**src/rtl/cache_miss_handler.sv**
```systemverilog
// Miss-service stage behind cache_system: applies L2 wait or memory
// handshake latency, stalls upstream, reports completions and stats.
module cache_miss_handler #(
  parameter int ADDR_W = 11,
  parameter int L2_LAT = 4,
  parameter int CNT_W  = 16
) (
  input  logic              clk,
  input  logic              rst_n,
  input  logic              in_valid,
  input  logic [ADDR_W-1:0] addr,
  input  logic              l1_hit,
  input  logic              l2_hit,
  input  logic              miss,
  output logic              stall,
  output logic              mem_req,
  output logic [ADDR_W-1:0] mem_addr,
  input  logic              mem_ack,
  output logic              done,
  output logic [ADDR_W-1:0] done_addr,
  output logic [1:0]        done_src,
  input  logic              clr_stats,
  output logic [CNT_W-1:0]  l1_cnt,
  output logic [CNT_W-1:0]  l2_cnt,
  output logic [CNT_W-1:0]  miss_cnt,
  output logic [CNT_W-1:0]  stall_cnt
);

  typedef enum logic [1:0] {
    IDLE,
    L2_WAIT,
    MEM_REQ
  } state_t;

  localparam logic [CNT_W-1:0] CMAX = '1;
  localparam logic [7:0] WAIT_INIT = 8'(L2_LAT - 1);

  state_t            state;
  state_t            state_nx;
  logic              res_valid;
  logic [ADDR_W-1:0] addr_d;
  logic [ADDR_W-1:0] cap_addr;
  logic [7:0]        wait_cnt;
  logic [7:0]        wait_nx;
  logic              one_hot;
  logic              accept;
  logic              done_nx;
  logic [1:0]        src_nx;
  logic [ADDR_W-1:0] daddr_nx;

  // xor of three is high for one or three set; exclude three
  assign one_hot = (l1_hit ^ l2_hit ^ miss) & ~(l1_hit & l2_hit & miss);
  assign accept  = (state == IDLE) & res_valid & one_hot;
  assign stall   = (state != IDLE) | (accept & (l2_hit | miss));
  assign mem_addr = cap_addr;

  // Result-cycle pipeline: valid and address matching this cycle's result
  always_ff @(posedge clk or negedge rst_n) begin
    if (!rst_n) begin
      res_valid <= 1'b0;
      addr_d    <= '0;
    end else begin
      res_valid <= in_valid;
      addr_d    <= addr;
    end
  end

  // Next-state, wait countdown and completion decode
  always_comb begin
    state_nx = state;
    wait_nx  = wait_cnt;
    done_nx  = 1'b0;
    src_nx   = 2'b00;
    daddr_nx = done_addr;
    unique case (state)
      IDLE: begin
        if (accept) begin
          unique case (1'b1)
            l1_hit: begin
              done_nx  = 1'b1;
              src_nx   = 2'b01;
              daddr_nx = addr_d;
            end
            l2_hit: begin
              state_nx = L2_WAIT;
              wait_nx  = WAIT_INIT;
            end
            default: state_nx = MEM_REQ;
          endcase
        end
      end
      L2_WAIT: begin
        if (wait_cnt == 8'd0) begin
          state_nx = IDLE;
          done_nx  = 1'b1;
          src_nx   = 2'b10;
          daddr_nx = cap_addr;
        end else begin
          wait_nx = wait_cnt - 8'd1;
        end
      end
      MEM_REQ: begin
        if (mem_ack) begin
          state_nx = IDLE;
          done_nx  = 1'b1;
          src_nx   = 2'b11;
          daddr_nx = cap_addr;
        end
      end
      default: state_nx = IDLE;
    endcase
  end

  // FSM state, captured address and registered outputs
  always_ff @(posedge clk or negedge rst_n) begin
    if (!rst_n) begin
      state     <= IDLE;
      wait_cnt  <= '0;
      cap_addr  <= '0;
      mem_req   <= 1'b0;
      done      <= 1'b0;
      done_src  <= 2'b00;
      done_addr <= '0;
    end else begin
      state     <= state_nx;
      wait_cnt  <= wait_nx;
      mem_req   <= (state_nx == MEM_REQ);
      done      <= done_nx;
      done_src  <= src_nx;
      done_addr <= daddr_nx;
      if (accept && !l1_hit) cap_addr <= addr_d;
    end
  end

  // Saturating statistics; clear beats a same-cycle increment
  always_ff @(posedge clk or negedge rst_n) begin
    if (!rst_n) begin
      l1_cnt    <= '0;
      l2_cnt    <= '0;
      miss_cnt  <= '0;
      stall_cnt <= '0;
    end else if (clr_stats) begin
      l1_cnt    <= '0;
      l2_cnt    <= '0;
      miss_cnt  <= '0;
      stall_cnt <= '0;
    end else begin
      if (accept && l1_hit && l1_cnt != CMAX)
        l1_cnt <= l1_cnt + 1'b1;
      if (accept && l2_hit && l2_cnt != CMAX)
        l2_cnt <= l2_cnt + 1'b1;
      if (accept && miss && miss_cnt != CMAX)
        miss_cnt <= miss_cnt + 1'b1;
      if (stall && stall_cnt != CMAX)
        stall_cnt <= stall_cnt + 1'b1;
    end
  end

endmodule

```
**config.mk**
```make
export PLATFORM = sky130hd
export DESIGN_NAME = cache_miss_handler
export DESIGN_NICKNAME = d
export VERILOG_FILES = /design/src/rtl/cache_miss_handler.sv
export SDC_FILE = /design/constraint.sdc
export NUM_CORES = 1
export LEC_CHECK = 0
export CAP_MARGIN = 20
export CORE_MARGIN = 2
export CORE_UTILIZATION = 28
export DETAILED_ROUTE_END_ITERATION = 8
export SLEW_MARGIN = 20
export SYNTH_ARGS = -nofsm -noshare
export SYNTH_HDL_FRONTEND = slang
export SYNTH_SLANG_ARGS = --single-unit
```
**constraint.sdc**
```tcl
create_clock -name clk -period 2.22 [get_ports clk]
set_input_delay 0.222 -clock clk [delete_from_list [all_inputs] [get_ports clk]]
set_output_delay 0.222 -clock clk [all_outputs]
set_load 0.01 [all_outputs]
```
==> results.md <==
* Final setup vio count at 0
* Worst setup EP type: output pin
* Post-Syn Instances at 539
* Total GRT Usage at 0.136
* Largest net degree at the start of global routing at 71
* Worst r2r src: wait_cnt[3]$_DFFE_PN0P_
* First-pass GRT wire length at 22300 um
* Vias/cell at 4.71
* Worst vdd ir at 0.566 mV
* DR pass1 iterations at 4
* Status: finished clean
* H-Tree Depth at 3
* Worst Slack Setup Final at 0.154 ns
* Syn Area/Cell at 10.2 um2
* Sequential share of power at 0.399
* CTS Buf Count at 9
* Drt initial violations at 186
* DP HPWL at 9400 um
* DIE AREA at 20700 um2
* Reg2reg path depth at 7
* Post-Syn Nets at 569
* Grt ovf at 0
* Critical R2R Capture: done_addr[10]$_DFFE_PN0P_
* Seq/Total Area, Yosys at 0.512
* Share of cells above drive strength 1 at 0.141
* Reg2reg setup slack at 0.18 ns
* Root buffer selected by CTS: clkbuf_16
* Initial Utilization at 0.283
* Detail Route Antenna Nets at 0
* Startpoint type of the worst setup path: flop
* EDFF count, synth at 0
* Final worst-path cycle share at 0.930
* Initial antenna violation count at 0
* Adder-Cell Fraction of Synth Area at 0.0251
* Combinational power share at 0.342
* Final wirelength at 13700 um
* Synth Flop Type: dfrtp_1
* Tot Pwr at 6.58 mW
* Vias in the first global route at 4243
* CP arrival at 1.84 ns
* # DRC at 0
* Core ar. at 19300 um2
* Complex-gate fraction of the synthesized area at 0.0583
* Final-report max-slew violation count at 0
* Simple-gate share of the synthesized area at 0.240
* CTS tree: done
* Row count at 51
* Switching Share at 0.322
* Clock power frac at 0.259
* # IOs at 110
* Main combinational cell family by area after synthesis: simple AND/OR/NAND/NOR gates
* Placed cells at 933
* Die Width at 144 um
* Max-slew headroom at 0.581
* # port buffers at 109
* Internal at 4.46 mW
* Multiplexer share of the synthesized area at 0.0446
* Pre-CTS setup slack at -0.617 ns
* Max clock buf depth at 2
* Post-synth ARST share at 1.00
* Height of the die at 144 um
* Max_cap viols at 0
* Post-synthesis register bit count at 112
* Crit Path Max Fanout at 8
* Crit Path Category: reg -> out
* Net Switching at 2.12 mW
* Layout area overhead at 38.6%
* Leak pwr at 2.95 nW
* Post-layout net count at 712
* XOR/XNOR Fraction of Synth Area at 0.0976
* Netlist cell types at 49
* End point of the critical path: stall
* DR vias at 4484
* Min-delay worst type: in -> async
* Clock Skews at 0.0100 ns
* Max frequency at 484 MHz
* Finished Layout Cells at 952
* Setup TNS at 0 ns
* Synth warnings at 0
* Critical Path Start: res_valid$_DFF_PN0_
* Slew at the pin closest to its max-slew limit at 0.624 ns
* Synthesized area at 5480 um2
* CTS sink cnt at 112
* PwrDens at 868 nW/um2
* Inserted Diodes at 0
* Final-layout fill cell count at 1943
* Critical Path RT at 2.00 ns
* Fin. Hold Viols at 0
* Reg clk slew, reported paths at 0.08 ns
* Worst-skew pair later-pin latency at 0.35 ns
* Min cycle time layout at 2.07 ns
* Wire per inst at 14.4 um
* Placer Congestion at 0.810
-- layout make-up --
class / instances / area (um2) / share of cell area
flip-flops and latches: 112 / 2800 / 0.369
multi-input cells: 398 / 2650 / 0.349
repair buffers: 151 / 1460 / 0.192
well taps: 265 / 332 / 0.0437
clock buffers: 9 / 225 / 0.0297
clock inverters: 7 / 85.1 / 0.0112
inverters: 10 / 37.5 / 0.00495
-- kinds of logic (layout without fill, tap and decap cells) --
family                   count (synthesis)  after routing
adder cells (fa/ha/maj)                 11             11
AND/OR/NAND/NOR                        256            256
flip-flops                             112            112
buffers and inverters                   29            177
multiplexers                            23             23
XOR/XNOR                                61             61
AO/OA/AOI/OAI                           47             47
-- through the flow --
step | hold WS [ns] | util | area, um2
after global placement | 0.0818 | 0.370 | 7150
after detailed placement | 0.0819 | 0.370 | 7150
after floorplan | -0.0736 | - | 5480
after CTS | 0.238 | 0.388 | 7500
after global routing | 0.261 | 0.392 | 7590
final | 0.257 | 0.392 | 7590
-- layout by cell type (no fill, tap or decap), types with 20 or more instances in the layout --
master,n
a21oi_1,22
nor4_1,20
xnor2_1,45
nand3_1,34
nand4_1,22
clkdlybuf4s50_1,104
dfrtp_1,111
nand2_1,23
nor2_1,86
buf_4,37
nor3_1,21
-- critical path: stages (launching register included) --
cell           delay, ns
dfrtp_2             0.49
and2_1              0.21
a221oi_4            0.30
buf_4               0.16
inv_1               0.05
dlygate4sd2_1       0.28
-- power by group through the flow --
stage | registers, mW | logic [mW] | clock network, mW
floorplan | 2.73 | 0.990 | 0
global placement | 2.67 | 2.11 | 0
detailed placement | 2.66 | 2.13 | 0
CTS | 2.63 | 2.18 | 1.79
global route | 2.68 | 2.50 | 1.87
finish | 2.63 | 2.25 | 1.70
-- routing by layer --
layer	track usage	wire, um	vias up
li1	-	-	2212
met2	0.203	5990	117
met5	0	0	-
met3	0.0440	914	11
met4	0.0341	121	0
met1	0.191	6680	2144
-- synthesized netlist by cell type, drive strengths merged (6+ instances only) --
| cell type | number | area [um2] |
|---|---|---|
| a21oi | 22 | 110 |
| and3 | 7 | 43.8 |
| buf | 6 | 35.0 |
| clkbuf | 13 | 48.8 |
| dfrtp | 112 | 2800 |
| ha | 11 | 138 |
| inv | 10 | 37.5 |
| mux2 | 11 | 124 |
| mux2i | 12 | 120 |
| nand2 | 24 | 90.1 |
| nand3 | 34 | 170 |
| nand4 | 22 | 138 |
| nor2 | 86 | 323 |
| nor3 | 21 | 105 |
| nor3b | 7 | 52.6 |
| nor4 | 25 | 163 |
| nor4b | 7 | 61.3 |
| o21ai | 7 | 35.0 |
| xnor2 | 45 | 394 |
| xor2 | 16 | 140 |
-- flip-flops by register name, summed over array words and instances (netlist names) --
signal,flops
mem_addr,11
done_src,2
l2_cnt,16
done,1
state,2
stall_cnt,16
miss_cnt,16
res_valid,1
wait_cnt,8
l1_cnt,16
mem_req,1
done_addr,11
addr_d,11
-- timing repair --
item,4_1_cts,5_1_grt
endpoints found under the hold margin,11,0
gates resized for setup,8,16
cloned,0,1
hold buffers,1,0
buffers inserted,0,1
pin swaps,1,3
setup endpoints to repair,86,18
-- how the worst min path moves through the flow --
stage / from / endpoint / slack, ns
after floorplan: rst_n / addr_d[0]$_DFF_PN0_ / -0.07
after global placement: rst_n / miss_cnt[14]$_DFFE_PN0P_ / 0.08
after detailed placement: rst_n / miss_cnt[14]$_DFFE_PN0P_ / 0.08
after CTS: rst_n / miss_cnt[14]$_DFFE_PN0P_ / 0.24
after global routing: rst_n / miss_cnt[14]$_DFFE_PN0P_ / 0.26
final: rst_n / miss_cnt[14]$_DFFE_PN0P_ / 0.26
No activity file was read; power rests on OpenSTA's default activity.
